### src/rtl/bmem_gcd_sequencer.sv
// Sequencer for the block-memory -> GCD -> SPI datapath.
// Walks NUM_PAIRS operand pairs stored at BASE_ADDR, runs each pair through
// the GCD core (or bypasses it for a 0/0 pair) and hands every result byte
// to the SPI transmitter over a valid/ready handshake.
module bmem_gcd_sequencer #(
   parameter int DW        = 8,
   parameter int AW        = 5,
   parameter int NUM_PAIRS = 8,
   parameter int BASE_ADDR = 0
) (
   input  logic          clk,
   input  logic          rst,
   input  logic          go,
   output logic [AW-1:0] mem_addr,
   input  logic [DW-1:0] mem_rdata,
   output logic [DW-1:0] gcd_a,
   output logic [DW-1:0] gcd_b,
   output logic          gcd_start,
   input  logic          gcd_done,
   input  logic [DW-1:0] gcd_result,
   output logic [DW-1:0] spi_data,
   output logic          spi_valid,
   input  logic          spi_ready,
   output logic          busy,
   output logic          done,
   output logic [AW-2:0] pair_idx
);

   typedef enum logic [3:0] {
      S_IDLE,
      S_FETCH_A,
      S_LATCH_A,
      S_LATCH_B,
      S_START,
      S_WAIT,
      S_SEND,
      S_NEXT,
      S_DONE
   } state_t;

   localparam logic [AW-1:0] BASE = AW'(BASE_ADDR);
   localparam logic [AW-2:0] LAST = (AW-1)'(NUM_PAIRS - 1);

   state_t        state;
   state_t        state_nxt;
   logic [DW-1:0] a_reg;
   logic [AW-1:0] pair_addr;
   logic [AW-2:0] idx_inc;

   // Address arithmetic wraps modulo 2^AW by truncation.
   assign pair_addr = BASE + {pair_idx, 1'b0};
   assign idx_inc   = pair_idx + (AW-1)'(1);

   // State register.
   always_ff @(posedge clk) begin
      if (rst) begin
         state <= S_IDLE;
      end else begin
         state <= state_nxt;
      end
   end

   // Next-state logic and state-decoded control outputs.
   always_comb begin
      state_nxt = state;
      gcd_start = 1'b0;
      spi_valid = 1'b0;
      busy      = 1'b1;
      done      = 1'b0;
      case (state)
         S_IDLE: begin
            busy = 1'b0;
            if (go) state_nxt = S_FETCH_A;
         end
         S_FETCH_A: state_nxt = S_LATCH_A;
         S_LATCH_A: state_nxt = S_LATCH_B;
         S_LATCH_B: begin
            if (a_reg == '0 && mem_rdata == '0) state_nxt = S_SEND;
            else                                state_nxt = S_START;
         end
         S_START: begin
            gcd_start = 1'b1;
            state_nxt = S_WAIT;
         end
         S_WAIT: begin
            if (gcd_done) state_nxt = S_SEND;
         end
         S_SEND: begin
            spi_valid = 1'b1;
            if (spi_ready) state_nxt = S_NEXT;
         end
         S_NEXT: begin
            if (pair_idx == LAST) state_nxt = S_DONE;
            else                  state_nxt = S_FETCH_A;
         end
         S_DONE: begin
            done      = 1'b1;
            state_nxt = S_IDLE;
         end
         default: state_nxt = S_IDLE;
      endcase
   end

   // Datapath registers: address, operand latches, result byte, pair index.
   // mem_addr is registered one state ahead so that the A address is on the
   // bus throughout FETCH_A and the B address throughout LATCH_A.
   always_ff @(posedge clk) begin
      if (rst) begin
         mem_addr <= BASE;
         a_reg    <= '0;
         gcd_a    <= '0;
         gcd_b    <= '0;
         spi_data <= '0;
         pair_idx <= '0;
      end else begin
         case (state)
            S_IDLE: begin
               if (go) begin
                  pair_idx <= '0;
                  mem_addr <= BASE;
               end
            end
            S_FETCH_A: mem_addr <= pair_addr + AW'(1);
            S_LATCH_A: a_reg    <= mem_rdata;
            S_LATCH_B: begin
               if (a_reg == '0 && mem_rdata == '0) begin
                  spi_data <= '0;
               end else begin
                  gcd_a <= a_reg;
                  gcd_b <= mem_rdata;
               end
            end
            S_WAIT: begin
               if (gcd_done) spi_data <= gcd_result;
            end
            S_NEXT: begin
               if (pair_idx != LAST) begin
                  pair_idx <= idx_inc;
                  mem_addr <= BASE + {idx_inc, 1'b0};
               end
            end
            S_DONE: pair_idx <= '0;
            default: ;
         endcase
      end
   end

endmodule

### config.mk
export PLATFORM = sky130hd
export DESIGN_NAME = bmem_gcd_sequencer
export DESIGN_NICKNAME = d
export VERILOG_FILES = /design/src/rtl/bmem_gcd_sequencer.sv
export SDC_FILE = /design/constraint.sdc
export NUM_CORES = 1
export LEC_CHECK = 0
export BUFFER_PORTS_ARGS = -buffer_cell sky130_fd_sc_hd__buf_2
export CAP_MARGIN = 20
export CELL_PAD_IN_SITES_DETAIL_PLACEMENT = 1
export CELL_PAD_IN_SITES_GLOBAL_PLACEMENT = 2
export CORE_MARGIN = 5
export CORE_UTILIZATION = 31
export CTS_BUF_LIST = sky130_fd_sc_hd__clkbuf_8
export DETAILED_ROUTE_END_ITERATION = 10
export PLACE_DENSITY_LB_ADDON = 0.1
export SLEW_MARGIN = 20
export SYNTH_ARGS = -nofsm -noshare
export SYNTH_HDL_FRONTEND = slang
export SYNTH_SLANG_ARGS = --single-unit
### constraint.sdc
create_clock -name clk -period 1.9 [get_ports clk]
set_input_delay 0.475 -clock clk [delete_from_list [all_inputs] [get_ports clk]]
set_output_delay 0.475 -clock clk [all_outputs]
set_load 0.005 [all_outputs]
==> results.rst <==
.. list-table::
   :header-rows: 1

   * - Metric
     - Value
   * - Port Buf Inserts
     - 57
   * - Count of distinct cell types in the synthesized netlist
     - 45
   * - Filler instances
     - 801
   * - First-pass GRT wire length
     - 10.2 mm
   * - Post-synthesis xor/xnor area fraction
     - 1.28%
   * - Minimum period implied by the final worst setup slack
     - 1.82 ns
   * - Detailed-route vias per instance
     - 5.15
   * - Number of enable flip-flop cells after synthesis
     - 0
   * - Top Ports
     - 58
   * - Remaining number of nets flagged by the antenna check after routing
     - 0
   * - Total number of nets in the final design
     - 333
   * - Largest net degree at the start of global routing
     - 18
   * - Max-slew violation count
     - 0
   * - Proportion of synthesized area in mux cells
     - 4.37%
   * - Post-Synth Adder-Cell Area
     - 0.608%
   * - Crit Path Max Fanout
     - 9
   * - Die ar.
     - 8370 um^2
   * - Net switching power of the design
     - 0.501 mW
   * - Endpoints failing setup
     - 0
   * - Placeable core region
     - 6420 um^2
   * - Clk sinks
     - 45
   * - Compound-Gate Fraction of Synth Area
     - 20.3%
   * - Dominant combinational cell family by area after synthesis
     - simple AND/OR/NAND/NOR gates
   * - Basic-gate share of the synthesized area counting and, or, nand and nor cells
     - 24.7%
   * - Antenna violations before repair
     - 0
   * - DRC violation total after the first TritonRoute iteration
     - 38
   * - Clock tree root buffer cell
     - sky130_fd_sc_hd__clkbuf_8
   * - Worst-skew pair later-pin latency
     - 0.29 ns
   * - Rel. slew slack
     - 62.7%
   * - Reg power frac
     - 54.2%
   * - Effective utilization at floorplan
     - 32.1%
   * - Sequential fraction of the synthesis area
     - 43.7%
   * - Chip Width
     - 91.5 um
   * - Most frequent cells in the layout
     - 57 x sky130_fd_sc_hd__buf_2, 43 x sky130_fd_sc_hd__dfxtp_1, 33 x sky130_fd_sc_hd__a21oi_1
   * - Inserted Clock Buffers
     - 5
   * - CP required
     - 1.42 ns
   * - Unrepaired setup endpoints after global routing
     - yes
   * - Number of maximum-capacitance constraint violations
     - 0
   * - Relative area change from synthesis to final layout
     - 26.1%
   * - Worst slew pin tran
     - 0.557 ns
   * - Antenna diode instance count
     - 0
   * - Layout cell share with drive strength beyond 1
     - 30.4%
   * - Result of the run
     - finished clean
   * - Most frequent standard cell in the layout excluding fill and tap cells
     - sky130_fd_sc_hd__buf_2
   * - Seq cells post-synth
     - 45
   * - HPWL Detailed
     - 4.56 mm
   * - H-tree level count
     - 2
   * - Share of total power in combinational logic
     - 14.8%
   * - Internal power summed over all cells
     - 1.35 mW
   * - Worst path arrival time
     - 1.35 ns
   * - Highest clock frequency the design can meet
     - 549 MHz
   * - Final hold viol count
     - 0
   * - Die extent in y
     - 91.5 um
   * - Post-synthesis cell count
     - 245
   * - Clock power frac
     - 31.0%
   * - Static power due to leakage
     - 1.09 nW
   * - Synthesis warning total
     - 0
   * - Last weighted congestion value of the routability-driven placer
     - 0.767
   * - P per Cell Area
     - 713 nW/um^2
   * - Share of the core filled with cells in the final layout
     - 40.4%
   * - Vias
     - 2005
   * - Critical Path Source Type
     - flop
   * - DR WL/cell
     - 15.4 um
   * - Average instance area after synthesis
     - 8.41 um^2
   * - Final setup skew
     - 0.00756 ns
   * - Fraction of power spent switching nets
     - 27.1%
   * - Clock slew at reported path FFs
     - 0.09 ns
   * - Fin Hold WS
     - 0.419 ns
   * - Cell area after synthesis
     - 2060 um^2
   * - Nature of the critical path endpoint
     - output port
   * - HP Class
     - in -> reg
   * - Worst VDD drop
     - 0.258 mV
   * - Async S/R FF share, synth
     - 0%
   * - TritonCTS clock tree
     - done
   * - Number of nets produced by synthesis
     - 267
   * - DRT Pass-1 Iters
     - 4
   * - Number of buffers between clock root and the deepest sink
     - 2
   * - Critical path start-end classification
     - reg -> out
   * - Total gr overflow
     - 0
   * - Period Utilization, post-route
     - 95.9%
   * - Total length of routed wires
     - 5.98 mm
   * - Top flip-flop cell by instance count after synthesis
     - sky130_fd_sc_hd__dfxtp_1
   * - DRC viols
     - 0
   * - Vias in the first global route
     - 2181
   * - Overall track demand over capacity in global routing
     - 14.8%
   * - Number of cell rows
     - 29
==> cells in the mapped netlist, types with 3 or more instances <==
cell type,instances,area [um^2]
sky130_fd_sc_hd__buf_2,6,30.0
sky130_fd_sc_hd__clkbuf_1,9,33.8
sky130_fd_sc_hd__mux2i_1,9,90.1
sky130_fd_sc_hd__a21oi_1,33,165
sky130_fd_sc_hd__dfxtp_1,45,901
sky130_fd_sc_hd__o21ai_0,21,105
sky130_fd_sc_hd__nor4_1,3,18.8
sky130_fd_sc_hd__nand2b_1,10,62.6
sky130_fd_sc_hd__nand3_1,18,90.1
sky130_fd_sc_hd__nand2_1,30,113
sky130_fd_sc_hd__a22oi_1,3,22.5
sky130_fd_sc_hd__nor2_1,13,48.8
sky130_fd_sc_hd__nor3_1,5,25.0
==> path summary, 6_finish.rpt <==
check        slack [ns]  depth (start not counted)                     start                  endpoint
max                0.08                          5     state[1]$_SDFFE_PP0P_                 spi_valid
min                0.42                          3             gcd_result[2]  spi_data[2]$_SDFFE_PP0P_
max reg2reg        0.21                          5  pair_idx[1]$_SDFFE_PP0P_  mem_addr[1]$_SDFFE_PP0P_
min reg2reg        0.48                          2     gcd_a[0]$_SDFFE_PP0P_     gcd_a[0]$_SDFFE_PP0P_
==> through the flow <==
step / setup TNS [ns] / cells / worst slack, ns / instance area (um^2) / power, mW
after floorplan: 0 / 245 / 0.262 / 2060 / 1.18
after global placement: 0 / 380 / 0.0631 / 2500 / 1.30
after detailed placement: 0 / 380 / 0.0228 / 2500 / 1.30
after CTS: 0 / 388 / 0.0474 / 2580 / 1.88
after global routing: -0.0130 / 389 / -0.0130 / 2600 / 1.96
final: 0 / 389 / 0.0777 / 2600 / 1.85
==> critical path, cell delays in order (launching register included) <==
cell                       delay, ns
sky130_fd_sc_hd__dfxtp_4        0.41
sky130_fd_sc_hd__buf_4          0.14
sky130_fd_sc_hd__nand2b_1       0.08
sky130_fd_sc_hd__buf_4          0.16
sky130_fd_sc_hd__nor2_1         0.13
sky130_fd_sc_hd__buf_2          0.13
==> metal layers <==
| layer | up-vias | global-route usage, % | wire (um) |
|---|---|---|---|
| li1 | 1004 | - | - |
| met1 | 964 | 16.6 | 2600 |
| met2 | 33 | 27.8 | 3140 |
| met3 | 4 | 3.14 | 198 |
| met4 | 0 | 4.27 | 43 |
| met5 | - | 0 | 0 |
==> area by class of cell <==
type / instances / area, um^2 / area share (%)
Inverter: 2 / 7.51 / 0.289
Sequential cell: 45 / 906 / 34.9
Clock buffer: 5 / 68.8 / 2.65
Multi-Input combinational cell: 179 / 1060 / 40.8
Clock inverter: 3 / 15.0 / 0.578
Timing Repair Buffer: 78 / 443 / 17.1
Tap cell: 77 / 96.3 / 3.71
==> power groups by stage <==
| stage | Sequential, mW | Combinational, mW | Clock [mW] |
|---|---|---|---|
| CTS | 1.00 | 0.273 | 0.604 |
| finish | 1.00 | 0.274 | 0.573 |
| global route | 1.01 | 0.306 | 0.643 |
| floorplan | 1.01 | 0.175 | 0 |
| detailed placement | 1.02 | 0.274 | 0 |
| global placement | 1.02 | 0.274 | 0 |
==> logic make-up (layout without fill, tap and decap cells) <==
kind of cell / count (synthesis) / after routing
AND/OR/NAND/NOR: 96 / 96
buffers and inverters: 21 / 88
flip-flops: 45 / 45
multiplexers: 9 / 9
AO/OA/AOI/OAI: 70 / 70
XOR/XNOR: 3 / 3
adder cells (fa/ha/maj): 1 / 1
==> what timing repair did <==
| item | CTS | global route |
|---|---|---|
| resized for setup | 3 | 2 |
| endpoints found under the setup margin | 2 | 10 |
| hold buffers | 0 | 0 |
| buffers inserted | 1 | 1 |
Power figures use the tool's default switching activity.
